<file path="config.mk">
export PLATFORM = sky130hd
export DESIGN_NAME = spram_arb
export DESIGN_NICKNAME = d
export VERILOG_FILES = /design/src/rtl/spram_arb.sv
export SDC_FILE = /design/constraint.sdc
export NUM_CORES = 1
export LEC_CHECK = 0
export CORE_AREA = 4 4 102 104
export DETAILED_ROUTE_END_ITERATION = 16
export DIE_AREA = 0 0 106 108
export GPL_TIMING_DRIVEN = 0
export PLACE_DENSITY = 0.67
export SETUP_SLACK_MARGIN = 0.15
export SKIP_LAST_GASP = 1
export SLEW_MARGIN = 20
export SYNTH_ARGS = -nofsm -noshare
export SYNTH_HDL_FRONTEND = slang
export SYNTH_SLANG_ARGS = --single-unit
</file>
<file path="constraint.sdc">
create_clock -name clk -period 2.1 [get_ports clk]
set_clock_uncertainty 0.05 [all_clocks]
set_input_delay 0.42 -clock clk [delete_from_list [all_inputs] [get_ports clk]]
set_output_delay 0.42 -clock clk [all_outputs]
set_load 0.01 [all_outputs]
</file>
<file path="src/rtl/spram_arb.sv">
// Two-port arbiter in front of a single-port 32-bit SPRAM: round-robin between
// ports A and B, with a bounded lock so one port can hold the memory for RMW.
module spram_arb #(
    parameter int AW       = 15,
    parameter int MAX_LOCK = 8
) (
    input  logic          clk,
    input  logic          rst_n,

    input  logic          a_req,
    input  logic          a_lock,
    input  logic          a_we,
    input  logic [AW+1:0] a_addr,
    input  logic [3:0]    a_bmsk,
    input  logic [31:0]   a_wdata,
    output logic          a_gnt,
    output logic          a_rvalid,
    output logic [31:0]   a_rdata,

    input  logic          b_req,
    input  logic          b_lock,
    input  logic          b_we,
    input  logic [AW+1:0] b_addr,
    input  logic [3:0]    b_bmsk,
    input  logic [31:0]   b_wdata,
    output logic          b_gnt,
    output logic          b_rvalid,
    output logic [31:0]   b_rdata,

    output logic [AW-1:0] m_ai,
    output logic          m_we,
    output logic [3:0]    m_bmsk,
    output logic [31:0]   m_vi,
    input  logic [31:0]   m_vo
);

    typedef enum logic [1:0] {
        IDLE   = 2'd0,
        LOCK_A = 2'd1,
        LOCK_B = 2'd2
    } state_t;

    state_t      state;
    logic        last;      // 0 = A was granted last, 1 = B
    logic [7:0]  lcnt;
    logic [8:0]  lcnt_inc;
    logic        lock_ok;
    logic        unused_addr_lsbs;

    assign lcnt_inc = {1'b0, lcnt} + 9'd1;
    assign lock_ok  = lcnt_inc < 9'(MAX_LOCK);

    // Byte lane inside the word is selected by the mask, not the address.
    assign unused_addr_lsbs = ^{a_addr[1:0], b_addr[1:0]};

    always_comb begin
        a_gnt = 1'b0;
        b_gnt = 1'b0;
        if (rst_n) begin
            if (state == LOCK_A && a_req) begin
                a_gnt = 1'b1;
            end else if (state == LOCK_B && b_req) begin
                b_gnt = 1'b1;
            end else if (a_req && b_req) begin
                a_gnt = last;
                b_gnt = ~last;
            end else begin
                a_gnt = a_req;
                b_gnt = b_req;
            end
        end
    end

    always_comb begin
        m_ai   = '0;
        m_we   = 1'b0;
        m_bmsk = '0;
        m_vi   = '0;
        if (a_gnt) begin
            m_ai   = a_addr[AW+1:2];
            m_we   = a_we;
            m_bmsk = a_bmsk;
            m_vi   = a_wdata;
        end else if (b_gnt) begin
            m_ai   = b_addr[AW+1:2];
            m_we   = b_we;
            m_bmsk = b_bmsk;
            m_vi   = b_wdata;
        end
    end

    assign a_rdata = m_vo;
    assign b_rdata = m_vo;

    always_ff @(posedge clk or negedge rst_n) begin
        if (!rst_n) begin
            state    <= IDLE;
            last     <= 1'b1;
            lcnt     <= '0;
            a_rvalid <= 1'b0;
            b_rvalid <= 1'b0;
        end else begin
            a_rvalid <= a_gnt & ~a_we;
            b_rvalid <= b_gnt & ~b_we;
            if (a_gnt) begin
                last <= 1'b0;
                if (a_lock && lock_ok) begin
                    state <= LOCK_A;
                    lcnt  <= lcnt_inc[7:0];
                end else begin
                    state <= IDLE;
                    lcnt  <= '0;
                end
            end else if (b_gnt) begin
                last <= 1'b1;
                if (b_lock && lock_ok) begin
                    state <= LOCK_B;
                    lcnt  <= lcnt_inc[7:0];
                end else begin
                    state <= IDLE;
                    lcnt  <= '0;
                end
            end else begin
                state <= IDLE;
                lcnt  <= '0;
            end
        end
    end

endmodule

</file>
==> results of run 1 <==
## where the power goes
group          internal (mW)  switching, mW
registers              0.263        0.00988
clock network          0.134         0.0837
logic                  0.575          0.295
## worst reg2reg max path, delay by kind of cell, from the launching register on
kind	cells	cell delay, ns
DFF	1	0.60
buffers and inverters	3	0.39
and+or+nand+nor	2	0.30
AOI/OAI and AO/OA	2	0.41
## path summary, 6_finish.rpt
path	start	cells past startpoint	slack, ns	endpoint
setup / recovery	last	7	-0.26	m_vi[12]
hold / removal	rst_n	1	0.02	b_rvalid
setup reg to reg	last	7	0.27	lcnt[1]
hold reg to reg	lcnt[0]	1	0.42	lcnt[0]
max in group asynchronous	rst_n	1	1.68	last
min in group clk	lcnt[0]	1	0.42	lcnt[0]
## state kept, by name, summed over array words and instances (netlist names)
name / cells
lcnt: 8
state: 2
a_rvalid: 1
b_rvalid: 1
last: 1
## synth_stat cells
cell type	n	area [um^2]
nor2b_1	2	12.51
nand3_1	2	10.01
a211o_1	1	8.760
buf_4	68	510.5
buf_2	3	15.01
nand2b_1	1	6.260
a22o_1	52	455.4
nand2_1	5	18.77
buf_6	5	56.30
xnor2_1	1	8.760
a221oi_4	1	26.28
nor3_1	1	5.000
and3_1	1	6.260
ha_1	1	12.51
dfstp_2	1	26.28
a22oi_1	1	7.510
nor2b_4	1	13.76
nor4_1	2	12.51
nor3_2	1	10.01
conb_1	1	3.750
nor2b_2	1	8.760
a31oi_1	1	6.260
o21ai_0	1	5.000
a21oi_1	1	5.000
nor2_1	1	3.750
nand3b_1	1	7.510
dfrtp_1	12	300.3
nor4b_2	1	15.01
o2111a_1	1	11.26
nor4_2	1	12.51
## repair_timing
action	4_1_cts	5_1_grt
pin swaps	15	25
endpoints found under the setup margin	62	55
gates cloned	5	1
resized for setup	254	10
buffers inserted	10	2
## through the flow
stage	hold WS, ns	instance area (um^2)
finish	0.02499	4239
global route	0.05824	4239
CTS	0.03777	4155
detailed placement	0.4100	4075
global placement	0.4056	4075
floorplan	0.07441	1617
## final cells by class
type                            count  area share (%)
Sequential cell                    13           7.704
Clock buffer                        4           1.063
Buffer                             76           14.70
Tap cell                          133           3.926
Multi-Input combinational cell     87           17.06
Timing Repair Buffer              247           55.55
## cell families after synthesis
logic type               synth area share (%)
XOR/XNOR                               0.5470
adder cells (fa/ha/maj)                0.7811
buffers and inverters                   36.33
flip-flops                              20.39
other                                  0.2342
AND/OR/NAND/NOR                         8.906
AO/OA/AOI/OAI                           32.81
## metal layers
| metal | global-route usage [%] | wire length, um |
|---|---|---|
| met2 | 27.91 | 4817 |
| met5 | 0 | 0 |
| met3 | 3.642 | 907 |
| met1 | 14.11 | 2943 |
| met4 | 2.868 | 104 |
## cell usage in the layout, fill, tap and decap left out, drive strengths merged, types with 2 or more instances in the layout
| cell | n |
|---|---|
| nor4 | 3 |
| nor3 | 2 |
| nand3 | 2 |
| conb | 5 |
| a22o | 52 |
| clkdlybuf4s15 | 7 |
| buf | 141 |
| clkbuf | 5 |
| dlygate4sd2 | 2 |
| dfrtp | 12 |
| nand2 | 5 |
| nor2b | 4 |
| clkdlybuf4s50 | 172 |
==> results.yml, run 1 <==
logic_synthesis:
  avgSynthCellArea_um2: 9.311
  syn-cell-area_um2: 1602
  ys_ff_latch: 13
  ys_types: 30
  yosysSeqAreaShare_pct: 20.39
  synth_warnings: 0
  syn_inst: 172
sta:
  final-hold-violation-count: 0
  fin_crit_sh_pct: 112.5
  setup_ws_ns: -0.2628
  finalSetupTns_ns: -11.49
  worstMarginPinSlew_ns: 0.5905
  fmax_mhz: 423.2
  rsz0062_at_grt: "true"
  max-slew-margin-rel_pct: 60.45
  min_period_ns: 2.363
  final_max_slew_viol_count: 0
  setup_viol: 53
cts:
  hold_buffers: 0
  clk_latency_ns: 0.24
  numCtsBuffers: 3
  clk_path_buf_depth: 2
  htreeDepth: 1
  cts_root_buf: "clkbuf_8"
  cts_sinks: 13
  clk_pin_slew_ns: 0.05
  cts_tree: "built"
routing:
  vias: 2253
  post-route-drc-count: 0
  drtPass1Iterations: 4
  drt_iter0_markers: 58
  post_drt_wl_per_cell_um: 15.66
  ant_nets: 0
  drt-vias-per-instance: 4.023
  wirelength_mm: 8.772
critical_path:
  path_common_cell: "buf_6"
  cp_top_family: "flip-flops"
  critical_path_buf_inv_count: 4
  cp.required_ns: 1.63
  cp-start-kind: "flip-flop"
  worstPathCellList: "nor2b_4 > a221oi_4 > buf_6 > buf_6 > buf_6 > a22o_1 > buf_2"
  arrival_ns: 1.89
  critPathKind: "reg2out"
  critical_path.max_fanout: 5
  endpoint_kind: "primary output"
  cpPeakStageDelay_ns: 0.60
  crit_slowest_cell: "dfstp_2"
run_status:
  violations: "negative setup slack"
  outcome: "complete, but fails checks"
layout:
  fin_cells: 560
  seqCellArea_um2: 326.6
  syn2layout_area_growth_pct: 164.7
  drive_gt1_share_pct: 37.70
  final_core_util_pct: 44.39
  multi_input_area_um2: 723.2
  n_fill_cell: 951
  diodes: 0
  nets: 575
placed_design:
  post-place-ws_ns: -1.338
  portBuffers: 229
  post-place-cells: 538
  dpl.hpwl_mm: 7.494
  globalplace.congestion: 0.7624
floorplan:
  start_util_pct: 16.77
  rows: 36
  io_pins: 266
  die_h_um: 108
  die_x_um: 106
  die_area_um2: 11450
  core-area_um2: 9549
pwr:
  leakage_nw: 1.925
  p_per_area_nw_per_um2: 320.8
  p_total_mw: 1.360
  ir_drop_v: 0.0001961
worst_hold_path:
  hold_path_class: "in2async"
flow_run:
  drv_cap: 0
grt:
  antenna_found_initial: 0
  grt_usage_pct: 13.79
  grt_pass1_vias: 2407
  grt_max_degree: 17
  grt-ovfl-total: 0
  grt_pass1_wl_mm: 12.47
(Power assumes the default switching activity.)
==> inputs of run 2 (changes only) <==
--- a/config.mk
+++ b/config.mk
@@ -9,6 +9,7 @@
 export DETAILED_ROUTE_END_ITERATION = 16
 export DIE_AREA = 0 0 106 108
 export GPL_TIMING_DRIVEN = 0
+export MAX_ROUTING_LAYER = met4
 export PLACE_DENSITY = 0.67
 export SETUP_SLACK_MARGIN = 0.15
 export SKIP_LAST_GASP = 1
==> results.yml, run 2 (synthesis gave the netlist of run 1 again) <==
run_status:
  outcome: "complete, but fails checks"
  violations: "negative setup slack"
critical_path:
  crit_start: "last"
  path_common_cell: "buf_6"
  critPathKind: "reg2out"
  crit_path_end: "m_vi[12]"
  cpPeakStageDelay_ns: 0.60
  critical_path.max_fanout: 5
  r2r-start: "last"
  cp.required_ns: 1.63
  arrival_ns: 1.89
  crit_slowest_cell: "dfstp_2"
  cp-start-kind: "flip-flop"
  critical_path_buf_inv_count: 4
  endpoint_kind: "primary output"
  r2r_slack_ns: 0.27
  path_depth: 7
  worstPathCellList: "nor2b_4 > a221oi_4 > buf_6 > buf_6 > buf_6 > a22o_1 > buf_2"
  reg2reg_depth: 7
  cp_top_family: "flip-flops"
  r2r_end: "lcnt[1]"
routing:
  post_drt_wl_per_cell_um: 15.69
  wirelength_mm: 8.784
  vias: 2250
  drt_iter0_markers: 58
  ant_nets: 0
  post-route-drc-count: 0
  drt-vias-per-instance: 4.018
  drtPass1Iterations: 4
pwr:
  p_switching_mw: 0.3896
  power.switching_fraction_pct: 28.59
  p_per_area_nw_per_um2: 321.0
  p_clk_share_pct: 16.0
  p_comb_share_pct: 64.0
  pwr-share-seq_pct: 20.0
  p_int_mw: 0.9729
  leakage_nw: 1.926
  ir_drop_v: 0.0001963
cts:
  htreeDepth: 1
  cts_root_buf: "clkbuf_8"
  numCtsBuffers: 3
  clk_path_buf_depth: 2
  cts_sinks: 13
  clk_latency_ns: 0.24
  hold_buffers: 0
  cts_tree: "built"
  clk_pin_slew_ns: 0.05
grt:
  antenna_found_initial: 0
  grt-ovfl-total: 0
  grt_max_degree: 17
  grt_usage_pct: 14.19
  grt_pass1_wl_mm: 12.45
  grt_pass1_vias: 2410
placed_design:
  globalplace.congestion: 0.7724
  dpl_cell_area_um2: 4075
  portBuffers: 229
  dpl.hpwl_mm: 7.494
  post-place-ws_ns: -1.338
worst_hold_path:
  hold_path_class: "in2async"
sta:
  max-slew-margin-rel_pct: 60.45
  worstMarginPinSlew_ns: 0.5905
  min_period_ns: 2.363
  rsz0062_at_grt: "true"
  setup_ws_ns: -0.2628
  final_max_slew_viol_count: 0
  fmax_mhz: 423.2
  setup_viol: 53
  fin_crit_sh_pct: 112.5
  final-hold-violation-count: 0
layout:
  final_common_cell: "clkdlybuf4s50_1"
  reg_top3: "lcnt: 8 flops, state: 2 flops"
  final_cell_mix: "clkdlybuf4s50_1, buf_4, a22o_1, buf_2, buf_6"
  postLayoutCellArea_um2: 4245
  regMostFlops: "lcnt"
  largest_reg_flops: 8
  nets: 575
  syn2layout_area_growth_pct: 165.1
  diodes: 0
  drive_gt1_share_pct: 37.70
floorplan:
  core-area_um2: 9549
  die_h_um: 108
  die_area_um2: 11450
  die_x_um: 106
  rows: 36
  io_pins: 266
  start_util_pct: 16.77
flow_run:
  drv_cap: 0
run 2: final cells by class:
cell class / count / area [um^2]
multi-input combinational: 87 / 723.2
timing repair buffer: 247 / 2361
sequential: 13 / 326.6
buffer: 76 / 623.1
tap: 133 / 166.4
clock buffer: 4 / 45.04
fill: 950 / 5304
run 2: worst min-delay path by stage:
stage,depth (start not counted),endpoint
after global routing,1,lcnt[0]
after floorplan,0,a_rvalid
after CTS,1,lcnt[3]
final,1,b_rvalid
after detailed placement,1,lcnt[0]
after global placement,1,lcnt[0]
run 2: per-stage QoR:
stage | cells | hold slack [ns] | setup TNS, ns | util, % | power, mW
5_1_grt | 560 | 0.05824 | -15.67 | 44.46 | 1.437
2_1_floorplan | 176 | 0.07441 | 0 | - | 0.5903
3_5_place_dp | 538 | 0.4100 | -69.98 | 42.68 | 1.130
4_1_cts | 557 | 0.03777 | -13.12 | 43.51 | 1.355
6_report | 560 | 0.02494 | -11.48 | 44.46 | 1.363
3_3_place_gp | 538 | 0.4056 | -65.80 | 42.68 | 1.120
run 2: power by group through the flow:
stage,logic [mW],registers [mW],clock network [mW]
after floorplan,0.317,0.273,0
after global placement,0.847,0.273,0
after detailed placement,0.855,0.274,0
after CTS,0.859,0.273,0.224
after global routing,0.929,0.274,0.234
final,0.872,0.273,0.217
run 2: repair_timing:
action | in CTS | in global routing
endpoints found under the setup margin | 62 | 55
resized for setup | 254 | 11
setup buffers | 10 | 2
pin swaps | 15 | 26
cloned | 5 | 1
run 2: layer usage:
| layer | vias to the layer above | part of all wire [%] | wire (um) | global-route usage [%] |
|---|---|---|---|---|
| li1 | 1080 | - | - | - |
| met1 | 1003 | 35 | 3045 | 14.54 |
| met2 | 161 | 55 | 4820 | 27.91 |
| met3 | 6 | 9.3 | 814 | 2.925 |
| met4 | 0 | 1.2 | 104 | 2.868 |
| met5 | - | 0 | 0 | - |
==> inputs of run 3 (changes only) <==
--- a/config.mk
+++ b/config.mk
@@ -13,7 +13,6 @@
 export PLACE_DENSITY = 0.67
 export SETUP_SLACK_MARGIN = 0.15
 export SKIP_LAST_GASP = 1
-export SLEW_MARGIN = 20
 export SYNTH_ARGS = -nofsm -noshare
 export SYNTH_HDL_FRONTEND = slang
 export SYNTH_SLANG_ARGS = --single-unit
==> results of run 3 <==
Same layout as run 2: the final DEF is identical, and so are final timing and power.
